--- src/rtl/fp_round_pipe.sv ---
// fp_round_pipe: two-stage round-to-integral for a parameterised binary float.
// Stage 1 locates the rounding window, stage 2 applies the integer increment.
module fp_round_pipe #(
    parameter int EXP_W = 8,
    parameter int MAN_W = 15,
    parameter int TAG_W = 4
) (
    input  logic                   core_clock_i,
    input  logic                   core_reset_i,
    input  logic                   in_valid_i,
    output logic                   in_ready_o,
    input  logic [EXP_W+MAN_W:0]   in_data_i,
    input  logic [1:0]             in_mode_i,
    input  logic [TAG_W-1:0]       in_tag_i,
    output logic                   out_valid_o,
    input  logic                   out_ready_i,
    output logic [EXP_W+MAN_W:0]   out_data_o,
    output logic [TAG_W-1:0]       out_tag_o,
    output logic                   out_inexact_o
);

    localparam int WIDTH = 1 + EXP_W + MAN_W;
    localparam int BIAS  = 2 ** (EXP_W - 1) - 1;

    localparam logic [EXP_W-1:0] EXP_ONES = '1;
    localparam logic [EXP_W-1:0] EXP_BIAS = EXP_W'(BIAS);
    localparam logic [EXP_W-1:0] EXP_HALF = EXP_W'(BIAS - 1);
    localparam logic [EXP_W-1:0] EXP_INT  = EXP_W'(BIAS + MAN_W);
    localparam logic [MAN_W-1:0] MAN_ONES = '1;

    typedef enum logic [1:0] {
        CLS_PASS,
        CLS_SMALL,
        CLS_NORM
    } cls_e;

    typedef enum logic [1:0] {
        RM_FLOOR = 2'b00,
        RM_CEIL  = 2'b01,
        RM_TRUNC = 2'b10,
        RM_RNE   = 2'b11
    } rmode_e;

    typedef struct packed {
        cls_e             cls;
        logic             sign;
        logic [EXP_W-1:0] exp;
        logic [MAN_W-1:0] frac;
        rmode_e           mode;
        logic [TAG_W-1:0] tag;
        logic [MAN_W-1:0] int_mask;
        logic             rnd;
        logic             sticky;
        logic             lsb;
    } s1_t;

    s1_t  s1_d;
    s1_t  s1_q;
    logic s1_valid;
    logic s1_advance;
    logic s2_ready;

    logic             in_sign;
    logic [EXP_W-1:0] in_exp;
    logic [MAN_W-1:0] in_frac;
    logic             is_pass;
    logic             is_small;
    logic             in_nz;
    logic [EXP_W-1:0] unb;
    logic [MAN_W-1:0] disc_mask;
    logic [MAN_W-1:0] rb_mask;

    assign {in_sign, in_exp, in_frac} = in_data_i;

    assign is_pass   = (in_exp == EXP_ONES) | (in_exp >= EXP_INT);
    assign is_small  = in_exp < EXP_BIAS;
    assign in_nz     = (in_exp != '0) | (in_frac != '0);
    assign unb       = in_exp - EXP_BIAS;
    assign disc_mask = MAN_ONES >> unb;
    assign rb_mask   = disc_mask & ~(disc_mask >> 1);

    // |x|<1 reuses the round/sticky encoding: the leading 1 is the round
    // bit only at exponent BIAS-1, and the kept integer part is zero.
    always_comb begin
        s1_d          = '0;
        s1_d.sign     = in_sign;
        s1_d.exp      = in_exp;
        s1_d.frac     = in_frac;
        s1_d.mode     = rmode_e'(in_mode_i);
        s1_d.tag      = in_tag_i;
        s1_d.cls      = CLS_NORM;
        s1_d.int_mask = ~disc_mask;
        s1_d.rnd      = |(in_frac & rb_mask);
        s1_d.sticky   = |(in_frac & (disc_mask >> 1));
        s1_d.lsb      = (unb == '0) | (|(in_frac & (rb_mask << 1)));
        unique case (1'b1)
            is_pass: begin
                s1_d.cls      = CLS_PASS;
                s1_d.int_mask = MAN_ONES;
                s1_d.rnd      = 1'b0;
                s1_d.sticky   = 1'b0;
                s1_d.lsb      = 1'b0;
            end
            is_small: begin
                s1_d.cls      = CLS_SMALL;
                s1_d.int_mask = '0;
                s1_d.rnd      = in_exp == EXP_HALF;
                s1_d.sticky   = ((in_exp < EXP_HALF) & in_nz)
                              | (in_frac != '0);
                s1_d.lsb      = 1'b0;
            end
            default: ;
        endcase
    end

    assign s2_ready   = ~out_valid_o | out_ready_i;
    assign s1_advance = s1_valid & s2_ready;
    assign in_ready_o = ~s1_valid | s1_advance;

    always_ff @(posedge core_clock_i) begin
        if (core_reset_i) begin
            s1_valid <= 1'b0;
            s1_q     <= '0;
        end else if (in_ready_o) begin
            s1_valid <= in_valid_i;
            if (in_valid_i) begin
                s1_q <= s1_d;
            end
        end
    end

    logic             disc;
    logic             inc;
    logic [MAN_W-1:0] kept;
    logic [MAN_W:0]   sum;
    logic [EXP_W-1:0] r_exp;
    logic [MAN_W-1:0] r_frac;
    logic             r_inexact;

    assign disc = s1_q.rnd | s1_q.sticky;
    assign kept = s1_q.frac & s1_q.int_mask;
    assign sum  = {1'b0, kept} + {1'b0, ~s1_q.int_mask}
                + (MAN_W + 1)'(1);

    always_comb begin
        inc = 1'b0;
        unique case (s1_q.mode)
            RM_FLOOR: inc = s1_q.sign & disc;
            RM_CEIL:  inc = ~s1_q.sign & disc;
            RM_TRUNC: inc = 1'b0;
            RM_RNE:   inc = s1_q.rnd & (s1_q.sticky | s1_q.lsb);
        endcase
    end

    // A carry out of the kept field means the magnitude hit the next power
    // of two, so the fraction wraps to zero and the exponent steps up.
    always_comb begin
        r_exp     = s1_q.exp;
        r_frac    = s1_q.frac;
        r_inexact = 1'b0;
        unique case (s1_q.cls)
            CLS_SMALL: begin
                r_exp     = inc ? EXP_BIAS : '0;
                r_frac    = '0;
                r_inexact = disc;
            end
            CLS_NORM: begin
                r_inexact = disc;
                if (!inc) begin
                    r_frac = kept;
                end else if (sum[MAN_W]) begin
                    r_exp  = s1_q.exp + EXP_W'(1);
                    r_frac = '0;
                end else begin
                    r_frac = sum[MAN_W-1:0];
                end
            end
            default: ;
        endcase
    end

    logic [WIDTH-1:0] r_data;

    assign r_data = {s1_q.sign, r_exp, r_frac};

    always_ff @(posedge core_clock_i) begin
        if (core_reset_i) begin
            out_valid_o   <= 1'b0;
            out_data_o    <= '0;
            out_tag_o     <= '0;
            out_inexact_o <= 1'b0;
        end else if (s2_ready) begin
            out_valid_o <= s1_valid;
            if (s1_valid) begin
                out_data_o    <= r_data;
                out_tag_o     <= s1_q.tag;
                out_inexact_o <= r_inexact;
            end
        end
    end

endmodule
--- config.mk ---
export PLATFORM = sky130hd
export DESIGN_NAME = fp_round_pipe
export DESIGN_NICKNAME = d
export VERILOG_FILES = /design/src/rtl/fp_round_pipe.sv
export SDC_FILE = /design/constraint.sdc
export NUM_CORES = 1
export LEC_CHECK = 0
export ABC_AREA = 1
export ABC_CLOCK_PERIOD_IN_PS = 2300
export CORE_UTILIZATION = 40
export DETAILED_ROUTE_END_ITERATION = 7
export PLACE_DENSITY_LB_ADDON = 0.3
export SKIP_LAST_GASP = 1
export SLEW_MARGIN = 20
export SYNTH_ARGS = -nofsm -noshare
export SYNTH_HDL_FRONTEND = slang
export SYNTH_SLANG_ARGS = --single-unit
--- constraint.sdc ---
create_clock -name core_clock_i -period 2.3 [get_ports core_clock_i]
set_input_delay 0.46 -clock core_clock_i [delete_from_list [all_inputs] [get_ports core_clock_i]]
set_output_delay 0.46 -clock core_clock_i [all_outputs]
set_load 0.02 [all_outputs]
; After elaboration in Yosys (flattened, before gate mapping)
; Cells that the tools add are included.
[totals]
elab_cells = 75
reg_bits = 81
output_inout_bits = 31
input_bits = 34
[op_classes]
n_reduce_logical = 10
n_lt_le_gt_ge = 3
bitwise = 24
n_eq_ne = 7
n_shift = 1
add_sub_neg = 4
muxes = 11
[op_table]
columns = op, n
row1 = AND 15 bit, 4
row2 = OR reduction 15 bit, 3
row3 = one-hot mux 18 bit (2 select lines), 1
row4 = 2-to-1 mux 15 bit, 2
row5 = inverter 15 bit, 2
row6 = one-hot mux 15 bit (2 select lines), 1
row7 = adder 15 x 15 -> 16 bit, 1
row8 = adder 16 x 1 -> 16 bit (second input constant), 1
row9 = < comparator 8 x 7 -> 1 bit (second input constant), 2
row10 = 2-to-1 mux 8 bit, 2
row11 = one-hot mux 8 bit (2 select lines), 1
row12 = AND 15 x 14 -> 15 bit, 1
row13 = inverter 14 -> 15 bit, 1
row14 = nonzero test 15 bit, 1
row15 = right shift 15 x 8 -> 15 bit (first input constant), 1
row16 = adder 8 x 1 -> 8 bit (second input constant), 1
row17 = equality test 8 x 7 -> 1 bit (second input constant), 1
row18 = equality test 8 bit (second input constant), 1
row19 = greater-or-equal comparator 8 bit (second input constant), 1
row20 = logical NOT 8 bit, 1
row21 = bitwise OR 1 bit, 8
row22 = nonzero test 8 bit, 1
row23 = subtractor 8 x 7 -> 8 bit (second input constant), 1
row24 = 2-to-1 mux 7 bit, 1
row25 = other kinds (10), 20

; Logic depth before layout (Yosys ltp)
[logic_depth]
word_depth = 8
ltp_mapped = 18
depth_no_buf = 18

; Least setup slack after synthesis
; OpenSTA, ideal clock, no wires.
[synth_timing]
kind = input to register
from = in in_data_i[15]
to = reg s1_q[0] (netlist name)
arrival_time_ns = 2.086
path_slack_ns = 0.082
path_buffers = 1
setup_time_ns = 0.132
t_required_ns = 2.168
cell_stages = 18
cell_sequence = buf_4 inv_2 ha_1 inv_1 nor2_1 inv_1 nor2_1 inv_1 nor2_1 nor2_1 nand3_1 nand2_1 inv_1 nand3_1 nor2_1 nand2_1 nand2_1 a21oi_1
[synth_via]
elab_chain_cells = 8
word_cells_on_any_way = 13
cone_classes = add/sub: 1 / order compare: 2 / eq/ne: 1 / shift: 1 / mux: 1 / bitwise: 5 / reduce/logical: 2
[synth_lines]
columns = element, line_no
row1 = "start, declared", 12  ; input logic [EXP_W+MAN_W:0] in_data_i,
row2 = subtractor 8 x 7 -> 8 bit, 78  ; assign unb = in_exp - EXP_BIAS;
row3 = right shift 15 x 8 -> 15 bit, 79  ; assign disc_mask = MAN_ONES >> unb;
row4 = inverter 14 -> 15 bit, 80  ; assign rb_mask = disc_mask & ~(disc_mask >> 1);
row5 = AND 15 bit, 80
row6 = AND 15 bit, 95  ; s1_d.lsb = (unb == '0) | (|(in_frac & (rb_mask << 1)));
row7 = OR reduction 15 bit, 95
row8 = bitwise OR 1 bit, 95
row9 = one-hot mux 18 bit (2 select lines) *, 96  ; unique case (1'b1)
row10 = "end signal, assigned", 123  ; s1_q <= '0;
row11 = "end signal, assigned", 127  ; s1_q <= s1_d;
row12 = "end, declared", 58  ; s1_t s1_q;
; Every way passes the cells marked *; elsewhere a longest branch is shown, timed or not.
; A chain may end at the register's enable or synchronous reset.

; Worst setup path in the final report
[layout_timing]
from = in in_data_i[16]
to = reg s1_q[11] (netlist name)
[layout_via]
elab_chain_cells = 4
word_cells_on_any_way = 8
cone_classes = add/sub: 1 / order compare: 2 / eq/ne: 1 / shift: 1 / mux: 1 / bitwise: 2
[layout_lines]
columns = element, line_no
row1 = subtractor 8 x 7 -> 8 bit, 78
row2 = right shift 15 x 8 -> 15 bit, 79
row3 = inverter 15 bit, 92  ; s1_d.int_mask = ~disc_mask;
row4 = one-hot mux 18 bit (2 select lines) *, 96
; Marks and branches as above.

==> results.json <==
{
  "critical_path_required_ns": 2.53,
  "grt_max_degree": 39,
  "fin_util_pct": 59.1,
  "die-area_mm2": 0.0126,
  "grt_pass1_wl_um": 26200,
  "hold_buffers": 0,
  "synth.distinct_cells": 41,
  "violations": "DRC",
  "synth_area_leaders": "dfxtp_1, nand2_1, a21oi_1, o21ai_0, inv_1",
  "place_ws_ns": -0.651,
  "synth_compound_area_share_pct": 23.2,
  "htreeDepth": 3,
  "worstPathCellList": "clkbuf_2 -> ha_2 -> buf_4 -> buf_4 -> nand2_1 -> nand2_2 -> buf_4 -> o31ai_1 -> o21ai_0 -> buf_4 -> a221oi_1",
  "yosys-top-cells-count": "nand2_1, a21oi_1, inv_1, o21ai_0, dfxtp_1",
  "crit_type": "in -> reg",
  "worst_r2r_endpoint": "out_data_o[14]",
  "max_stage_delay_ns": 0.38,
  "reg2reg_slack_ns": 0.22,
  "ys_ff_latch": 81,
  "cts_buffer_depth": 2,
  "power_density_mw_per_mm2": 593,
  "vias": 5607,
  "syn-instance-count": 738,
  "arrival_ns": 2.43,
  "start_kind": "input port",
  "cp-end-kind": "flip-flop",
  "hold_viol": 0,
  "grt-ovfl-total": 0,
  "synthFlopType": "dfxtp_1",
  "cts_root_buf": "clkbuf_16",
  "rows": 39,
  "yosys.area.top_type": "dfxtp_1",
  "nFillCells": 1065,
  "regArea_mm2": 0.00162,
  "status": "finished with violations",
  "syn_to_final_growth_pct": 41.4,
  "antennaDiodeCount": 0,
  "min-delay-path-class": "reg -> reg",
  "worst-path-buf-inv": 5,
  "cts.clk_slew.worst_paths_ns": 0.06,
  "setup_tns_ns": 0,
  "setup_slack_ns": 0.101,
  "die_w_um": 112,
  "final.setup_skew_ns": 0.00451,
  "initial_utilization_pct": 41.8,
  "setup_viol": 0,
  "synth-warning-count": 0,
  "cp_max_fo": 5,
  "multi_input_area_mm2": 0.00286,
  "leakage_nw": 3.04,
  "drive_above_1_share_pct": 21.2,
  "max_freq_mhz": 455,
  "syn_area_mm2": 0.00486,
  "hold_path_end": "out_data_o[20]",
  "cts_sinks": 81,
  "wl_um": 16400,
  "cts_tree": "yes",
  "worstReg2RegStart": "s1_q[24]",
  "numCtsBuffers": 9,
  "cp_common_cell": "buf_4",
  "drcViolationCount": 3,
  "synthArstFlopShare_pct": 0,
  "synth_top_family_by_area": "simple AND/OR/NAND/NOR gates",
  "nNetsFinal": 943,
  "synth_mux_area_share_pct": 0,
  "irDropWorstVdd_v": 0.000406,
  "syn_area_per_cell_um2": 6.58,
  "grt_pass1_vias": 5265,
  "drt_iter0_markers": 469,
  "grtUsageTotal_pct": 26.3,
  "yosysSeqAreaShare_pct": 33.4,
  "synthAdderAreaFrac_pct": 1.80,
  "cap_viol_max_count": 0,
  "io_buffers": 64,
  "synthSimpleGateAreaFrac_pct": 30.7,
  "die_y_um": 112,
  "max_slew_margin_pct": 67.0,
  "synth_edf_count": 0,
  "core-area_mm2": 0.0116,
  "slew_viol_final": 0,
  "post-route-min-period_ns": 2.20,
  "tightestPinTransition_ns": 0.494,
  "routabilityCongestion": 0.898,
  "synth_fp_nets": 779,
  "cpLargestDelayFamily": "compound AO/OA/AOI/OAI gates",
  "insertion_delay_ns": 0.33,
  "slowest_stage": "o31ai_1",
  "antenna_found_initial": 0,
  "rr_worst_depth": 13,
  "antenna_left": 0,
  "synth_top_area_share_pct": 33.4,
  "total_power_mw": 4.07,
  "dr.pass1.iters": 8,
  "hpwlAfterDp_um": 12600,
  "crit_cells": 11,
  "synth_xor_area_share_pct": 1.44,
  "synth_most_common_cell": "nand2_1",
  "whs_path_depth": 2,
  "drt-vias-per-instance": 5.34,
  "holdWs_ns": 0.469,
  "min_period_over_period_pct": 95.6,
  "ios": 65,
  "hp-start": "out_data_o[20]",
  "avgRoutedWirePerCell_um": 15.6
}
## metrics by stage
| step | area [um^2] | instances |
|---|---|---|
| 6_report | 6870 | 1050 |
| 5_1_grt | 6870 | 1050 |
| 3_3_place_gp | 6410 | 1024 |
| 4_1_cts | 6760 | 1042 |
| 3_5_place_dp | 6410 | 1024 |
| 2_1_floorplan | 4860 | 738 |
## registers in the layout, summed over array words and instances (netlist names)
name           count
s1_valid           1
out_data_o        24
out_valid_o        1
out_inexact_o      1
out_tag_o          4
s1_q              49
r_data             1
## placed cells by master, fill, tap and decap left out, types with 4 or more instances in the layout
| cell type | Yosys | final |
|---|---|---|
| a21oi_1 | 86 | 86 |
| a221oi_1 | 9 | 9 |
| buf_4 | 1 | 116 |
| clkbuf_16 | 0 | 9 |
| clkbuf_2 | 0 | 4 |
| clkdlybuf4s50_1 | 0 | 57 |
| dfxtp_1 | 81 | 81 |
| ha_1 | 7 | 6 |
| inv_1 | 86 | 85 |
| nand2_1 | 127 | 120 |
| nand2_2 | 7 | 13 |
| nand3_1 | 46 | 44 |
| nand3_2 | 2 | 4 |
| nand4_1 | 23 | 23 |
| nor2_1 | 76 | 72 |
| nor2_2 | 6 | 9 |
| nor2_4 | 7 | 9 |
| nor3_1 | 11 | 8 |
| o211ai_1 | 7 | 7 |
| o21ai_0 | 86 | 85 |
| or2_2 | 4 | 4 |
| xor2_1 | 6 | 6 |
## worst min-delay path, cell delays in order, from the launching register on
cell and delay [ns]:
dfxtp_1 0.31, nand2_1 0.06, a21oi_1 0.05
## how the worst max path moves through the flow
stage / startpoint / to / slack [ns]
floorplan: in_data_i[15] / s1_q[0] / 0.08
global placement: in_data_i[15] / s1_q[1] / -0.64
detailed placement: in_data_i[15] / s1_q[1] / -0.65
CTS: in_data_i[21] / s1_q[2] / 0.0009
global route: in_data_i[15] / s1_q[2] / -0.03
finish: in_data_i[16] / s1_q[11] / 0.10
## what timing repair did
action / CTS / global route
gates cloned: 0 / 1
pin swaps: 7 / 13
gates resized for setup: 15 / 26
buffers inserted: 2 / 7
setup endpoints to repair: 13 / 17
## where the power goes
group	switching, mW	internal (mW)
logic	0.563	0.421
registers	0.0604	1.50
clock network	0.580	0.946
total	1.20	2.87
## routing by layer
layer  GRT usage (%)  wire length, um  vias to the layer above
met5               0                0                        -
met4            9.60              320                        0
met3            2.97             1080                       28
met2            43.1             7560                      257
met1            35.8             7450                     2509
li1                -                -                     2813
## kinds of logic (layout without fill, tap and decap cells)
group	after synthesis	in the layout
and+or+nand+nor	316	317
AOI/OAI and AO/OA	205	205
buffers and inverters	121	289
DFF	81	81
xor gates and xnor gates	8	8
adders and majority gates	7	7
## area by class of cell
class / instances / share of cell area, %
clock inverters: 6 / 1.20
repair buffers: 183 / 22.5
multi-input cells: 537 / 41.7
inverters: 90 / 4.99
clock buffers: 10 / 3.33
flip-flops and latches: 81 / 23.6
well taps: 143 / 2.61
Note: power is estimated with default switching activity, not from simulation.
==> RTL change 1 (same settings) <==
The parameter `TAG_W` goes from 4 to 6.
--- a/src/rtl/fp_round_pipe.sv
+++ b/src/rtl/fp_round_pipe.sv
@@ -3,7 +3,7 @@
 module fp_round_pipe #(
     parameter int EXP_W = 8,
     parameter int MAN_W = 15,
-    parameter int TAG_W = 4
+    parameter int TAG_W = 6
 ) (
     input  logic                   core_clock_i,
     input  logic                   core_reset_i,
Interface: changed (resized in_tag_i and out_tag_o); port bits go from 65 to 69. No check against the original RTL was run, so the function may have changed too.
==> RTL change 1 against the original RTL <==
- design area rose by 1.0%
- synthesized area rose by 4.9%
- power rose by 1.4%
- routed wire length down 7.8%
- sequential share of layout area grew 0.91 points
- sequential cell count increased by 4
- setup slack improved by 0.028 ns
- final cell count increased by 1.8%
- hold slack lost 0.0073 ns
- non-clock buffer count fell by 28
- critical endpoint is now in_ready_o
- largest power group unchanged
==> RTL change 1: results (changes against the original RTL) <==
fillcell total=1,186 (+11%); crit path max fanout=3 (-2); Adder-Cell Fraction of Synth Area=1.72% (-0.084 points); status=completed; FF-to-FF End=out_data_o[21]$_SDFFE_PP0P_; Setup Slack @ Placement=-0.589 ns (+0.0619 ns); vias in the first global route=5,080 (-3.5%); Total GRT Usage=24.0% (-2.3 points); Cell variety after synth=49 (+20%); CP Data Arrival Time=1.71 ns (-0.72 ns); Post-Synthesis Cells=763 (+3.4%); vias=5,443 (-2.9%); hold-critical path endpoint=out_data_o[17]$_SDFFE_PP0P_; Post-DP HPWL=11,600 um (-7.7%); Critical Path Slowest Stage Cell=clkdlybuf4s50_1; static leakage=3.01 nW (-0.90%); hold wc startpoint=out_data_o[17]$_SDFFE_PP0P_; M1 GR Usage=34.7% (-1.2 points); router iterations before antenna repair=5 (-3); Tcrit/Tclk final=94.4% (-1.2 points); compound-cell area share of the yosys netlist=22.7% (-0.54 points); CP Launch Point=out_ready_i; CP endpoint=in_ready_o; largest registers=s1_q x51, out_data_o x24, out_tag_o x6; gpl congestion=1.02 (+13%); GR met2 Demand/Resource=36.4% (-6.7 points); largest cells by area after synthesis=dfxtp_1 33%, nand2_1 9.3%, o21ai_0 8.1%, a21oi_1 7.8%, nor2_1 6.8%; Crit path max-delay family=buffers and inverters; Worst slew margin=70.6% (+3.6 points); placed insts=1,041 (+1.7%); worst-case clock skew=0.00918 ns (+0.00467 ns); P per Cell Area=596 nW/um^2 (+0.39%); Worst Hold Margin=0.461 ns (-0.00726 ns); largest net degree at the start of global routing=36 (-7.7%); Syn Nets=806 (+3.5%); Worst VDD drop=0.000334 V (-18%); Seq/Total Area, Yosys=33.4% (about the same)
==> RTL change 1: changes by cell type after synthesis, moves of 7 or more <==
cell,delta
nor2_1,+16
nand4_1,-9
a21oi_1,-7
inv_2,+7
nand3_1,+7
==> RTL change 1: what timing repair did <==
action / CTS / global route
pin swaps: 8 / 11
hold buffers: 0 / 0
endpoints found under the setup margin: 7 / 21
hold endpoints to repair: 0 / 0
buffers inserted: 7 / 5
resized for setup: 17 / 23
==> RTL change 1: power by group through the flow <==
stage,clock (W),combinational [W],sequential (W)
after global placement,0,0.000920,0.00167
after global routing,0.00160,0.00108,0.00165
after floorplan,0,0.000496,0.00171
after detailed placement,0,0.000922,0.00167
final,0.00151,0.000977,0.00164
after CTS,0.00153,0.000939,0.00164
==> RTL change 1: area by class of cell <==
type                       count  share of cell area (%)
multi-input combinational    553                    43.5
clock inverter                 4                    1.05
sequential                    85                    24.5
tap                          168                    3.03
timing repair buffer         155                    19.4
inverter                      92                    5.05
clock buffer                  12                    3.41
==> RTL change 2 (same flow settings) <==
Without the edit above. Register the input `in_mode_i` before use, cleared by the reset. The logic sees it one clock later. The other inputs are not delayed to match.
--- a/src/rtl/fp_round_pipe.sv
+++ b/src/rtl/fp_round_pipe.sv
@@ -54,6 +54,16 @@
         logic             lsb;
     } s1_t;
 
+    logic [1:0] in_mode_q;
+
+    always_ff @(posedge core_clock_i) begin
+        if (core_reset_i) begin
+            in_mode_q <= '0;
+        end else begin
+            in_mode_q <= in_mode_i;
+        end
+    end
+
     s1_t  s1_d;
     s1_t  s1_q;
     logic s1_valid;
@@ -86,7 +96,7 @@
         s1_d.sign     = in_sign;
         s1_d.exp      = in_exp;
         s1_d.frac     = in_frac;
-        s1_d.mode     = rmode_e'(in_mode_i);
+        s1_d.mode     = rmode_e'(in_mode_q);
         s1_d.tag      = in_tag_i;
         s1_d.cls      = CLS_NORM;
         s1_d.int_mask = ~disc_mask;
Function: changed (a bounded check fails within 4 cycles, from zero or initial values and one cycle with core_reset_i high).
==> RTL change 2 against the original RTL <==
- critical path type is now input port to output port
- sequential power up 3%
- non-clock buffer count down 31
- sequential cell count up 2
- synthesized area down 3.1%
- routed wire length down 6.0%
- largest cell class unchanged
- critical path depth down 7
- final cell count down 4.7%
- power down 1.8%
- hold slack better by 0.0018 ns
- global-route usage down 0.84 points
- setup slack better by 0.048 ns
- design area down 5.0%
- die area down 3.0%
==> RTL change 2: results (changes against the original RTL) <==
Post-CTS Resized=40 (+25); final net count=894 (-5.2%); Post-synth top cells=119 x nand2_1, 94 x o21ai_0, 87 x nor2_1, 84 x a21oi_1, 84 x inv_1; postcts setup bufs=5 (+3); R2R Path Start=s1_q[26]$_SDFFE_PP0P_; Seq group=0.00160 W (+3%); Syn Nets=762 (-2.2%); largest cells by area after synthesis=dfxtp_1 35%, o21ai_0 10%, nand2_1 9.5%, a21oi_1 8.9%, nor2_1 6.9%; Setup Slack @ Placement=-0.776 ns (-0.124 ns); Seq/Total Area, Yosys=35.3% (+1.9 points); Critical Path Slowest Stage Cell=clkdlybuf4s50_1; P_clk=0.00148 W (-3%); worst-margin pin slew=0.554 ns (+0.0604 ns); Slowest Stage Delay on Critical Path=0.63 ns (+0.25 ns); hold-critical path endpoint=out_data_o[20]$_SDFFE_PP0P_; status=completed; Worst VDD drop=0.000451 V (+11%); crit path max fanout=3 (-2); Total GRT Usage=25.5% (-0.84 points); worst-case clock skew=0.00778 ns (+0.00327 ns); placed insts=977 (-4.6%); Synth Area per Inst=6.53 um^2 (-0.78%); gpl congestion=0.977 (+8.8%); Cell variety after synth=40 (-2.4%); Post-DP HPWL=11,600 um (-7.8%); first-pass GRT wire length=25,100 um (-4.2%); Post-synth ARST share=0% (unchanged); Logic power comb=0.000914 W (-7.1%); vias in the first global route=5,125 (-2.7%); Crit path max-delay family=buffers and inverters; DRT iter0 DRCs=351 (-25%); vias=5,356 (-4.5%); post-DR wirelength/cell=15.4 um (-1.4%); Post-Layout Cell Count=1,001 (-4.7%); static leakage=2.83 nW (-6.7%); router iterations before antenna repair=5 (-3); Placed Area=6010 um^2 (-6.2%); Sw Ratio=30.1% (+0.53 points)
[RTL change 2: changes by cell type after synthesis, moves of 6 or more]
cell | unedited run | this run
nor2_1 | 76 | 87
nand3_1 | 46 | 55
nand2_1 | 127 | 119
nand4_1 | 23 | 15
o21ai_0 | 86 | 94
nand2_2 | 7 | 1
nor2_4 | 7 | 1
[RTL change 2: cells by family (layout without fill, tap and decap cells)]
logic type                 Yosys count  in the layout  synth area share [%]
adders and majority gates            7              7                  1.86
and+or+nand+nor                    297            297                  27.2
buffers and inverters              116            253                  9.44
xor gates and xnor gates             8              8                  1.49
DFF                                 83             83                  35.3
AOI/OAI and AO/OA                  210            210                  24.7
[RTL change 2: area by class of cell]
cell class	instances	area, um^2
fill	1062	4940
multi-input combinational	522	2740
sequential	83	1660
timing repair buffer	152	1320
inverter	85	319
clock buffer	11	243
tap	143	179
clock inverter	5	61.3
[RTL change 2: how the worst max path moves through the flow]
| stage | end | depth (start not counted) | start |
|---|---|---|---|
| CTS | out_data_o[1]$_SDFFE_PP0P_ | 13 | s1_q[26]$_SDFFE_PP0P_ |
| global route | out_data_o[22]$_SDFFE_PP0P_ | 14 | s1_q[26]$_SDFFE_PP0P_ |
| floorplan | s1_q[0]$_SDFFE_PP0P_ | 16 | in_data_i[15] |
| finish | in_ready_o | 4 | out_ready_i |
| detailed placement | s1_q[2]$_SDFFE_PP0P_ | 15 | in_data_i[15] |
| global placement | s1_q[2]$_SDFFE_PP0P_ | 15 | in_data_i[15] |
[RTL change 2: routing by layer]
metal / vias to the layer above / GRT usage [%] / wire length (um)
met4: 0 / 8.53 / 313
met3: 25 / 3.73 / 895
met5: - / 0 / 0
li1: 2699 / - / -
met1: 2446 / 34.5 / 7150
met2: 186 / 41.5 / 7070
